## src/rtl/branch_sched_if.sv

```systemverilog
// Issue-side, branch-unit and resolution signals of branch_sched bundled into one interface.
// master drives issue/CDB/unit responses; slave is the scheduler.
interface branch_sched_if #(
  parameter int DEPTH = 4
);
  localparam int CNT_W = $clog2(DEPTH) + 1;

  typedef logic [3:0]  rs_tag_t;
  typedef logic [31:0] word32_t;
  typedef logic [2:0]  branch_op_t;
  typedef struct packed {
    rs_tag_t tag;
    word32_t val;
  } cdb_t;

  cdb_t             cdb_i;
  logic             enq_i;
  branch_op_t       enq_op_i;
  rs_tag_t          enq_tag1_i;
  rs_tag_t          enq_tag2_i;
  word32_t          enq_val1_i;
  word32_t          enq_val2_i;
  logic             enq_pred_i;
  logic             full_o;
  logic [CNT_W-1:0] count_o;

  logic             bu_write_o;
  branch_op_t       bu_op_o;
  rs_tag_t          bu_tag1_o;
  rs_tag_t          bu_tag2_o;
  word32_t          bu_val1_o;
  word32_t          bu_val2_o;
  logic             bu_pred_o;
  logic             bu_cond_eval_i;
  logic             bu_corr_pred_i;

  logic             resolve_o;
  logic             mispredict_o;

  modport master (
    output cdb_i, enq_i, enq_op_i, enq_tag1_i, enq_tag2_i, enq_val1_i, enq_val2_i,
           enq_pred_i, bu_cond_eval_i, bu_corr_pred_i,
    input  full_o, count_o, bu_write_o, bu_op_o, bu_tag1_o, bu_tag2_o, bu_val1_o,
           bu_val2_o, bu_pred_o, resolve_o, mispredict_o
  );

  modport slave (
    input  cdb_i, enq_i, enq_op_i, enq_tag1_i, enq_tag2_i, enq_val1_i, enq_val2_i,
           enq_pred_i, bu_cond_eval_i, bu_corr_pred_i,
    output full_o, count_o, bu_write_o, bu_op_o, bu_tag1_o, bu_tag2_o, bu_val1_o,
           bu_val2_o, bu_pred_o, resolve_o, mispredict_o
  );
endinterface

```

## src/rtl/branch_sched.sv

```systemverilog
// In-order branch scheduler: circular FIFO with CDB snooping that feeds one branch unit at a time.
// Define BRANCH_SCHED_STATS_EN to add saturating resolved/mispredicted counters.
module branch_sched #(
  parameter int DEPTH = 4
) (
  input  logic        clk_i,
  input  logic        reset_i,
`ifdef BRANCH_SCHED_STATS_EN
  output logic [31:0] resolved_cnt_o,
  output logic [31:0] mispred_cnt_o,
`endif
  branch_sched_if.slave bus
);
  // state     | meaning
  // IDLE      | no branch in the unit; dispatch head when queue non-empty
  // WAIT_EVAL | head written to the unit; waiting for bu_cond_eval_i
  localparam int PTR_W = $clog2(DEPTH);
  localparam int CNT_W = PTR_W + 1;
  localparam logic [3:0] NO_VAL = 4'd0;

  typedef enum logic {IDLE, WAIT_EVAL} state_e;
  state_e state_q, state_d;

  logic [2:0]       op_q   [DEPTH];
  logic [2:0]       op_d   [DEPTH];
  logic [3:0]       tag1_q [DEPTH];
  logic [3:0]       tag1_d [DEPTH];
  logic [3:0]       tag2_q [DEPTH];
  logic [3:0]       tag2_d [DEPTH];
  logic [31:0]      val1_q [DEPTH];
  logic [31:0]      val1_d [DEPTH];
  logic [31:0]      val2_q [DEPTH];
  logic [31:0]      val2_d [DEPTH];
  logic             pred_q [DEPTH];
  logic             pred_d [DEPTH];
  logic [PTR_W-1:0] head_q, head_d, tail_q, tail_d;
  logic [CNT_W-1:0] count_q, count_d;

  logic        full, do_enq, pop, resolve, mispredict, bu_write;
  logic [3:0]  cdb_tag;
  logic [31:0] cdb_val;

  // Replace a pending operand with the broadcast value when its tag is on the CDB.
  function automatic logic [35:0] fwd(input logic [3:0] tag, input logic [31:0] val,
                                      input logic [3:0] ctag, input logic [31:0] cval);
    if (tag != NO_VAL && tag == ctag) return {NO_VAL, cval};
    return {tag, val};
  endfunction

  assign cdb_tag = bus.cdb_i.tag;
  assign cdb_val = bus.cdb_i.val;
  assign full    = (count_q == CNT_W'(DEPTH));
  assign do_enq  = bus.enq_i && !full;

  always_comb begin
    state_d    = state_q;
    bu_write   = 1'b0;
    pop        = 1'b0;
    resolve    = 1'b0;
    mispredict = 1'b0;
    case (state_q)
      IDLE: begin
        if (count_q != '0) begin
          bu_write = 1'b1;
          pop      = 1'b1;
          state_d  = WAIT_EVAL;
        end
      end
      WAIT_EVAL: begin
        if (bus.bu_cond_eval_i) begin
          resolve    = 1'b1;
          mispredict = ~bus.bu_corr_pred_i;
          state_d    = IDLE;
        end
      end
      default: state_d = IDLE;
    endcase
  end

  always_comb begin
    op_d    = op_q;
    pred_d  = pred_q;
    head_d  = head_q;
    tail_d  = tail_q;
    count_d = count_q;
    for (int i = 0; i < DEPTH; i++) begin
      {tag1_d[i], val1_d[i]} = fwd(tag1_q[i], val1_q[i], cdb_tag, cdb_val);
      {tag2_d[i], val2_d[i]} = fwd(tag2_q[i], val2_q[i], cdb_tag, cdb_val);
    end
    // A mispredict kills everything queued, including a same-cycle enqueue.
    if (mispredict) begin
      head_d  = '0;
      tail_d  = '0;
      count_d = '0;
    end else begin
      if (do_enq) begin
        op_d[tail_q]   = bus.enq_op_i;
        pred_d[tail_q] = bus.enq_pred_i;
        {tag1_d[tail_q], val1_d[tail_q]} = fwd(bus.enq_tag1_i, bus.enq_val1_i, cdb_tag, cdb_val);
        {tag2_d[tail_q], val2_d[tail_q]} = fwd(bus.enq_tag2_i, bus.enq_val2_i, cdb_tag, cdb_val);
        tail_d = tail_q + PTR_W'(1);
      end
      if (pop) head_d = head_q + PTR_W'(1);
      count_d = count_q + CNT_W'(do_enq) - CNT_W'(pop);
    end
  end

  always_ff @(posedge clk_i or posedge reset_i) begin
    if (reset_i) state_q <= IDLE;
    else         state_q <= state_d;
  end

  always_ff @(posedge clk_i or posedge reset_i) begin
    if (reset_i) begin
      head_q  <= '0;
      tail_q  <= '0;
      count_q <= '0;
      for (int i = 0; i < DEPTH; i++) begin
        op_q[i]   <= '0;
        tag1_q[i] <= '0;
        tag2_q[i] <= '0;
        val1_q[i] <= '0;
        val2_q[i] <= '0;
        pred_q[i] <= 1'b0;
      end
    end else begin
      head_q  <= head_d;
      tail_q  <= tail_d;
      count_q <= count_d;
      op_q    <= op_d;
      tag1_q  <= tag1_d;
      tag2_q  <= tag2_d;
      val1_q  <= val1_d;
      val2_q  <= val2_d;
      pred_q  <= pred_d;
    end
  end

  // Head is forwarded so the unit never misses a broadcast landing in its write cycle.
  assign {bus.bu_tag1_o, bus.bu_val1_o} = fwd(tag1_q[head_q], val1_q[head_q], cdb_tag, cdb_val);
  assign {bus.bu_tag2_o, bus.bu_val2_o} = fwd(tag2_q[head_q], val2_q[head_q], cdb_tag, cdb_val);
  assign bus.bu_op_o      = op_q[head_q];
  assign bus.bu_pred_o    = pred_q[head_q];
  assign bus.bu_write_o   = bu_write;
  assign bus.full_o       = full;
  assign bus.count_o      = count_q;
  assign bus.resolve_o    = resolve;
  assign bus.mispredict_o = mispredict;

`ifdef BRANCH_SCHED_STATS_EN
  logic [31:0] resolved_cnt_q, resolved_cnt_d, mispred_cnt_q, mispred_cnt_d;

  always_comb begin
    resolved_cnt_d = resolved_cnt_q;
    mispred_cnt_d  = mispred_cnt_q;
    if (resolve && resolved_cnt_q != '1)   resolved_cnt_d = resolved_cnt_q + 32'd1;
    if (mispredict && mispred_cnt_q != '1) mispred_cnt_d  = mispred_cnt_q + 32'd1;
  end

  always_ff @(posedge clk_i or posedge reset_i) begin
    if (reset_i) begin
      resolved_cnt_q <= '0;
      mispred_cnt_q  <= '0;
    end else begin
      resolved_cnt_q <= resolved_cnt_d;
      mispred_cnt_q  <= mispred_cnt_d;
    end
  end

  assign resolved_cnt_o = resolved_cnt_q;
  assign mispred_cnt_o  = mispred_cnt_q;
`endif
endmodule
```

## src/flat_wrapper.sv

```systemverilog
// flat-port wrapper written by rule: the top's interface ports become plain ports
module branch_sched_flat 
#(
  parameter int DEPTH = 4
)
  (clk_i, reset_i, bus_cdb_i, bus_enq_i, bus_enq_op_i, bus_enq_tag1_i, bus_enq_tag2_i, bus_enq_val1_i, bus_enq_val2_i, bus_enq_pred_i, bus_bu_cond_eval_i, bus_bu_corr_pred_i, bus_full_o, bus_count_o, bus_bu_write_o, bus_bu_op_o, bus_bu_tag1_o, bus_bu_tag2_o, bus_bu_val1_o, bus_bu_val2_o, bus_bu_pred_o, bus_resolve_o, bus_mispredict_o);
  branch_sched_if #(.DEPTH(DEPTH)) bus_i ();
  input  logic clk_i;
  input  logic reset_i;
  input wire logic [$bits(bus_i.cdb_i)-1:0] bus_cdb_i;
  input wire logic [$bits(bus_i.enq_i)-1:0] bus_enq_i;
  input wire logic [$bits(bus_i.enq_op_i)-1:0] bus_enq_op_i;
  input wire logic [$bits(bus_i.enq_tag1_i)-1:0] bus_enq_tag1_i;
  input wire logic [$bits(bus_i.enq_tag2_i)-1:0] bus_enq_tag2_i;
  input wire logic [$bits(bus_i.enq_val1_i)-1:0] bus_enq_val1_i;
  input wire logic [$bits(bus_i.enq_val2_i)-1:0] bus_enq_val2_i;
  input wire logic [$bits(bus_i.enq_pred_i)-1:0] bus_enq_pred_i;
  input wire logic [$bits(bus_i.bu_cond_eval_i)-1:0] bus_bu_cond_eval_i;
  input wire logic [$bits(bus_i.bu_corr_pred_i)-1:0] bus_bu_corr_pred_i;
  output wire logic [$bits(bus_i.full_o)-1:0] bus_full_o;
  output wire logic [$bits(bus_i.count_o)-1:0] bus_count_o;
  output wire logic [$bits(bus_i.bu_write_o)-1:0] bus_bu_write_o;
  output wire logic [$bits(bus_i.bu_op_o)-1:0] bus_bu_op_o;
  output wire logic [$bits(bus_i.bu_tag1_o)-1:0] bus_bu_tag1_o;
  output wire logic [$bits(bus_i.bu_tag2_o)-1:0] bus_bu_tag2_o;
  output wire logic [$bits(bus_i.bu_val1_o)-1:0] bus_bu_val1_o;
  output wire logic [$bits(bus_i.bu_val2_o)-1:0] bus_bu_val2_o;
  output wire logic [$bits(bus_i.bu_pred_o)-1:0] bus_bu_pred_o;
  output wire logic [$bits(bus_i.resolve_o)-1:0] bus_resolve_o;
  output wire logic [$bits(bus_i.mispredict_o)-1:0] bus_mispredict_o;
  assign bus_i.cdb_i = bus_cdb_i;
  assign bus_i.enq_i = bus_enq_i;
  assign bus_i.enq_op_i = bus_enq_op_i;
  assign bus_i.enq_tag1_i = bus_enq_tag1_i;
  assign bus_i.enq_tag2_i = bus_enq_tag2_i;
  assign bus_i.enq_val1_i = bus_enq_val1_i;
  assign bus_i.enq_val2_i = bus_enq_val2_i;
  assign bus_i.enq_pred_i = bus_enq_pred_i;
  assign bus_i.bu_cond_eval_i = bus_bu_cond_eval_i;
  assign bus_i.bu_corr_pred_i = bus_bu_corr_pred_i;
  assign bus_full_o = bus_i.full_o;
  assign bus_count_o = bus_i.count_o;
  assign bus_bu_write_o = bus_i.bu_write_o;
  assign bus_bu_op_o = bus_i.bu_op_o;
  assign bus_bu_tag1_o = bus_i.bu_tag1_o;
  assign bus_bu_tag2_o = bus_i.bu_tag2_o;
  assign bus_bu_val1_o = bus_i.bu_val1_o;
  assign bus_bu_val2_o = bus_i.bu_val2_o;
  assign bus_bu_pred_o = bus_i.bu_pred_o;
  assign bus_resolve_o = bus_i.resolve_o;
  assign bus_mispredict_o = bus_i.mispredict_o;
  branch_sched #(.DEPTH(DEPTH)) u_core (.clk_i(clk_i), .reset_i(reset_i), .bus(bus_i));
endmodule
```

## config.mk

```make
export PLATFORM = sky130hd
export DESIGN_NAME = branch_sched_flat
export DESIGN_NICKNAME = d
export VERILOG_FILES = /design/src/rtl/branch_sched_if.sv /design/src/rtl/branch_sched.sv /design/src/flat_wrapper.sv
export SDC_FILE = /design/constraint.sdc
export NUM_CORES = 1
export LEC_CHECK = 0
export BUFFER_PORTS_ARGS = -buffer_cell sky130_fd_sc_hd__buf_2
export CAP_MARGIN = 20
export CORE_UTILIZATION = 30
export CTS_CLUSTER_DIAMETER = 200
export CTS_CLUSTER_SIZE = 8
export DETAILED_ROUTE_END_ITERATION = 7
export SYNTH_ARGS = -nofsm -noshare
export SYNTH_HDL_FRONTEND = slang
export SYNTH_SLANG_ARGS = --single-unit
```

## constraint.sdc

```tcl
create_clock -name clk_i -period 15.52 [get_ports clk_i]
set_input_delay 3.88 -clock clk_i [delete_from_list [all_inputs] [get_ports clk_i]]
set_output_delay 3.88 -clock clk_i [all_outputs]
set_load 0.01 [all_outputs]
```

==> impl_metrics.csv <==
group,metric,value,unit
global_route,grt-ovfl-total,0,
critical_path,worstPathArrival,6.15,ns
layout,drive_gt1_frac,0.238,
critical_path,cp-start-kind,"primary input",
clock_network,cts_buffers,44,
critical_path,reg2regPathDepth,7,
drt,wl_met3,4580,µm
clock_network,cts.sink_count,312,
yosys,synth_edf_count,0,
yosys,synthFlopType,"dfrtp_1",
yosys,synth_nets,1683,
clock_network,post_cts_buffers,0,
sta,tns,0,ns
layout,final_area,20100,µm²
critical_path,critPathLaunch,"bus_cdb_i[34]",
drt,drt-initial-drc-count,1421,
global_route,grt_pass1_wl,94900,µm
drt,viasPerCell,6.02,
floorplan,start_util,0.304,
pwr,powerDensity,217,nW/µm²
yosys,synth-seq-area-share,0.455,
drt,drt_wl_total,63500,µm
yosys,async_reset_ff_frac,1.00,
floorplan,die_height,241,µm
clock_network,cts_root_buffer,"clkbuf_16",
yosys,yosysTopAreaCell,"dfrtp_1",
critical_path,reg2reg_from,"u_core.bus.count_o[1]",
sta,relSlewSlack,0.249,
sta,setup_viol_count_final,0,
yosys,syn_avg_cell_area,11.0,µm²
drt,drc,0,
clock_network,cts_resized,0,
pwr,peakVddDrop,0.000114,V
clock_network,clk_latency,0.56,ns
drt,ant_nets,0,
sta,rsz0062_at_grt,"no",
yosys,syn_inst,1559,
floorplan,dieArea,58100,µm²
sta,finClkSkew,0.0162,ns
placement,portBuffers,199,
drt,wl_per_cell,26.0,µm
floorplan,core_area,56400,µm²
drt,top_layer,"met5",
critical_path,reg2reg_slack,12.05,ns
layout,fin_cells,2446,
yosys,synthDistinctLibCells,39,
critical_path,cp.required,11.64,ns
global_route,grt_max_degree,105,
floorplan,placementRows,87,
placement,dp.cells,2391,
yosys,yosys.area.top_type_share,0.455,
layout,register_area,7820,µm²
yosys,synth_common_cells,"dfrtp_1 (312), and3_1 (256), o21ai_0 (165)",
sta,slew_violations,0,
yosys,yosysWarnings,0,
status,status,"finished, final reports clean",
layout,fin_nets,1806,
sta,min_period,10.03,ns
floorplan,fp.dieW,241,µm
placement,gp_congestion,0.815,
critical_path,critPathMaxFanout,32,
placement,dp_hpwl,37900,µm
clock_network,cts_tree,"built",
global_route,antenna_found_initial,9,
clock_network,cts_hold_buffers,0,
sta,hold_viol_final,0,
yosys,synth_seq_cells,312,
yosys,syn_area,17100,µm²
sta,max_freq,99.7,MHz
clock_network,clock_path_buffers,3,
critical_path,r2r_end,"u_core.val1_q[95]",
layout,fillers,5729,
flow_run,drv_cap,0,
drt,met2_length,29300,µm
yosys,synth.most_common_cell,"dfrtp_1",
drt,wl_met1,27800,µm
pwr,leakage,0.00995,µW
floorplan,pin_count,200,
critical_path,worstSetupEndpointType,"output pin",
hold_path,hold_path_depth,2,
global_route,grt_pass1_vias,15000,
sta,period_share,0.646,
pwr,power.total,4370,µW
layout,area_growth,17.3,%
drt,dr.pass1.iters,6,
clock_network,htreeDepth,2,
placement,placed_area,18900,µm²
yosys,netlist_top_cells_area,"dfrtp_1 (46%), mux4_2 (10%), and3_1 (9.3%)",
global_route,track_usage,0.217,
hold_path,hp-class,"flip-flop to flip-flop",
layout,multi_input_area,8730,µm²
drt,num_vias,14700,
critical_path,path_class,"primary input to output pin",
critical_path,cp-endpoint,"bus_bu_val1_o[9]",
clock_network,clk_transition_reported_paths,0.05,ns
sta,tightest_slew,1.13,ns
[area by class of cell]
class                           count  area share
Clock buffer                       46      0.0562
Antenna cell                        6    0.000747
Tap cell                          756      0.0470
Sequential cell                   312       0.389
Inverter                           42     0.00821
Clock inverter                      2    0.000871
Multi-Input combinational cell   1049       0.434
Timing Repair Buffer              233      0.0638
[kinds of logic after synthesis]
| group | Yosys count | share of synthesized area |
|---|---|---|
| xor+xnor | 43 | 0.0224 |
| simple gates | 412 | 0.136 |
| buf+inv | 198 | 0.0464 |
| flops | 312 | 0.455 |
| mux | 148 | 0.147 |
| compound gates | 439 | 0.187 |
| fa+ha+maj | 7 | 0.00555 |
[through the flow]
| step | utilization | hold WS (ns) | worst slack [ns] |
|---|---|---|---|
| 2_1_floorplan | - | 0.440 | 3.01 |
| 3_3_place_gp | 0.335 | 0.455 | 5.53 |
| 3_5_place_dp | 0.335 | 0.458 | 5.45 |
| 4_1_cts | 0.356 | 0.470 | 5.43 |
| 5_1_grt | 0.356 | 0.507 | 5.32 |
| 6_report | 0.357 | 0.472 | 5.49 |
[metal layers]
layer	vias up	GRT usage
met5	-	0
met4	6	0.0748
met3	141	0.0425
met2	683	0.339
met1	7654	0.300
li1	6248	-
[cell usage in the layout, fill, tap and decap left out, types with 19 or more instances in the layout]
| master | instances |
|---|---|
| a211o_1 | 128 |
| mux4_2 | 76 |
| nand2_1 | 84 |
| buf_4 | 32 |
| clkbuf_16 | 45 |
| dfrtp_1 | 310 |
| and3_1 | 256 |
| xnor2_1 | 27 |
| nor3_1 | 19 |
| buf_2 | 199 |
| inv_1 | 41 |
| a32oi_1 | 128 |
| o21ai_0 | 165 |
| mux2_1 | 58 |
[worst max-delay path: stages]
cell and delay, ns:
buf_2 0.40, xnor2_1 0.21, nand4_1 0.23, nor2_4 0.82, mux2_1 0.40, buf_2 0.15
[state kept, by name, summed over array words and instances (netlist names)]
| signal | cells |
|---|---|
| u_core.val2_q | 128 |
| u_core.bus.count_o | 3 |
| u_core.op_q | 12 |
| u_core.state_q | 1 |
| u_core.tag2_q | 16 |
| u_core.pred_q | 4 |
| u_core.tag1_q | 16 |
| u_core.head_q | 2 |
| u_core.val1_q | 128 |
| u_core.tail_q | 2 |
[where the power goes]
part / switching [µW] / internal (µW)
Clock: 356 / 508
Sequential: 246 / 1200
Combinational: 1080 / 984
Total: 1680 / 2690
[worst min path at each step]
| stage | from | to | slack [ns] |
|---|---|---|---|
| global route | u_core.val2_q[74] | u_core.val2_q[74] | 0.51 |
| CTS | u_core.op_q[1] | u_core.op_q[1] | 0.47 |
| floorplan | u_core.op_q[3] | u_core.op_q[3] | 0.44 |
| detailed placement | u_core.op_q[1] | u_core.op_q[1] | 0.46 |
| finish | u_core.op_q[3] | u_core.op_q[3] | 0.47 |
| global placement | u_core.pred_q[3] | u_core.pred_q[3] | 0.46 |
(Power assumes the default switching activity.)
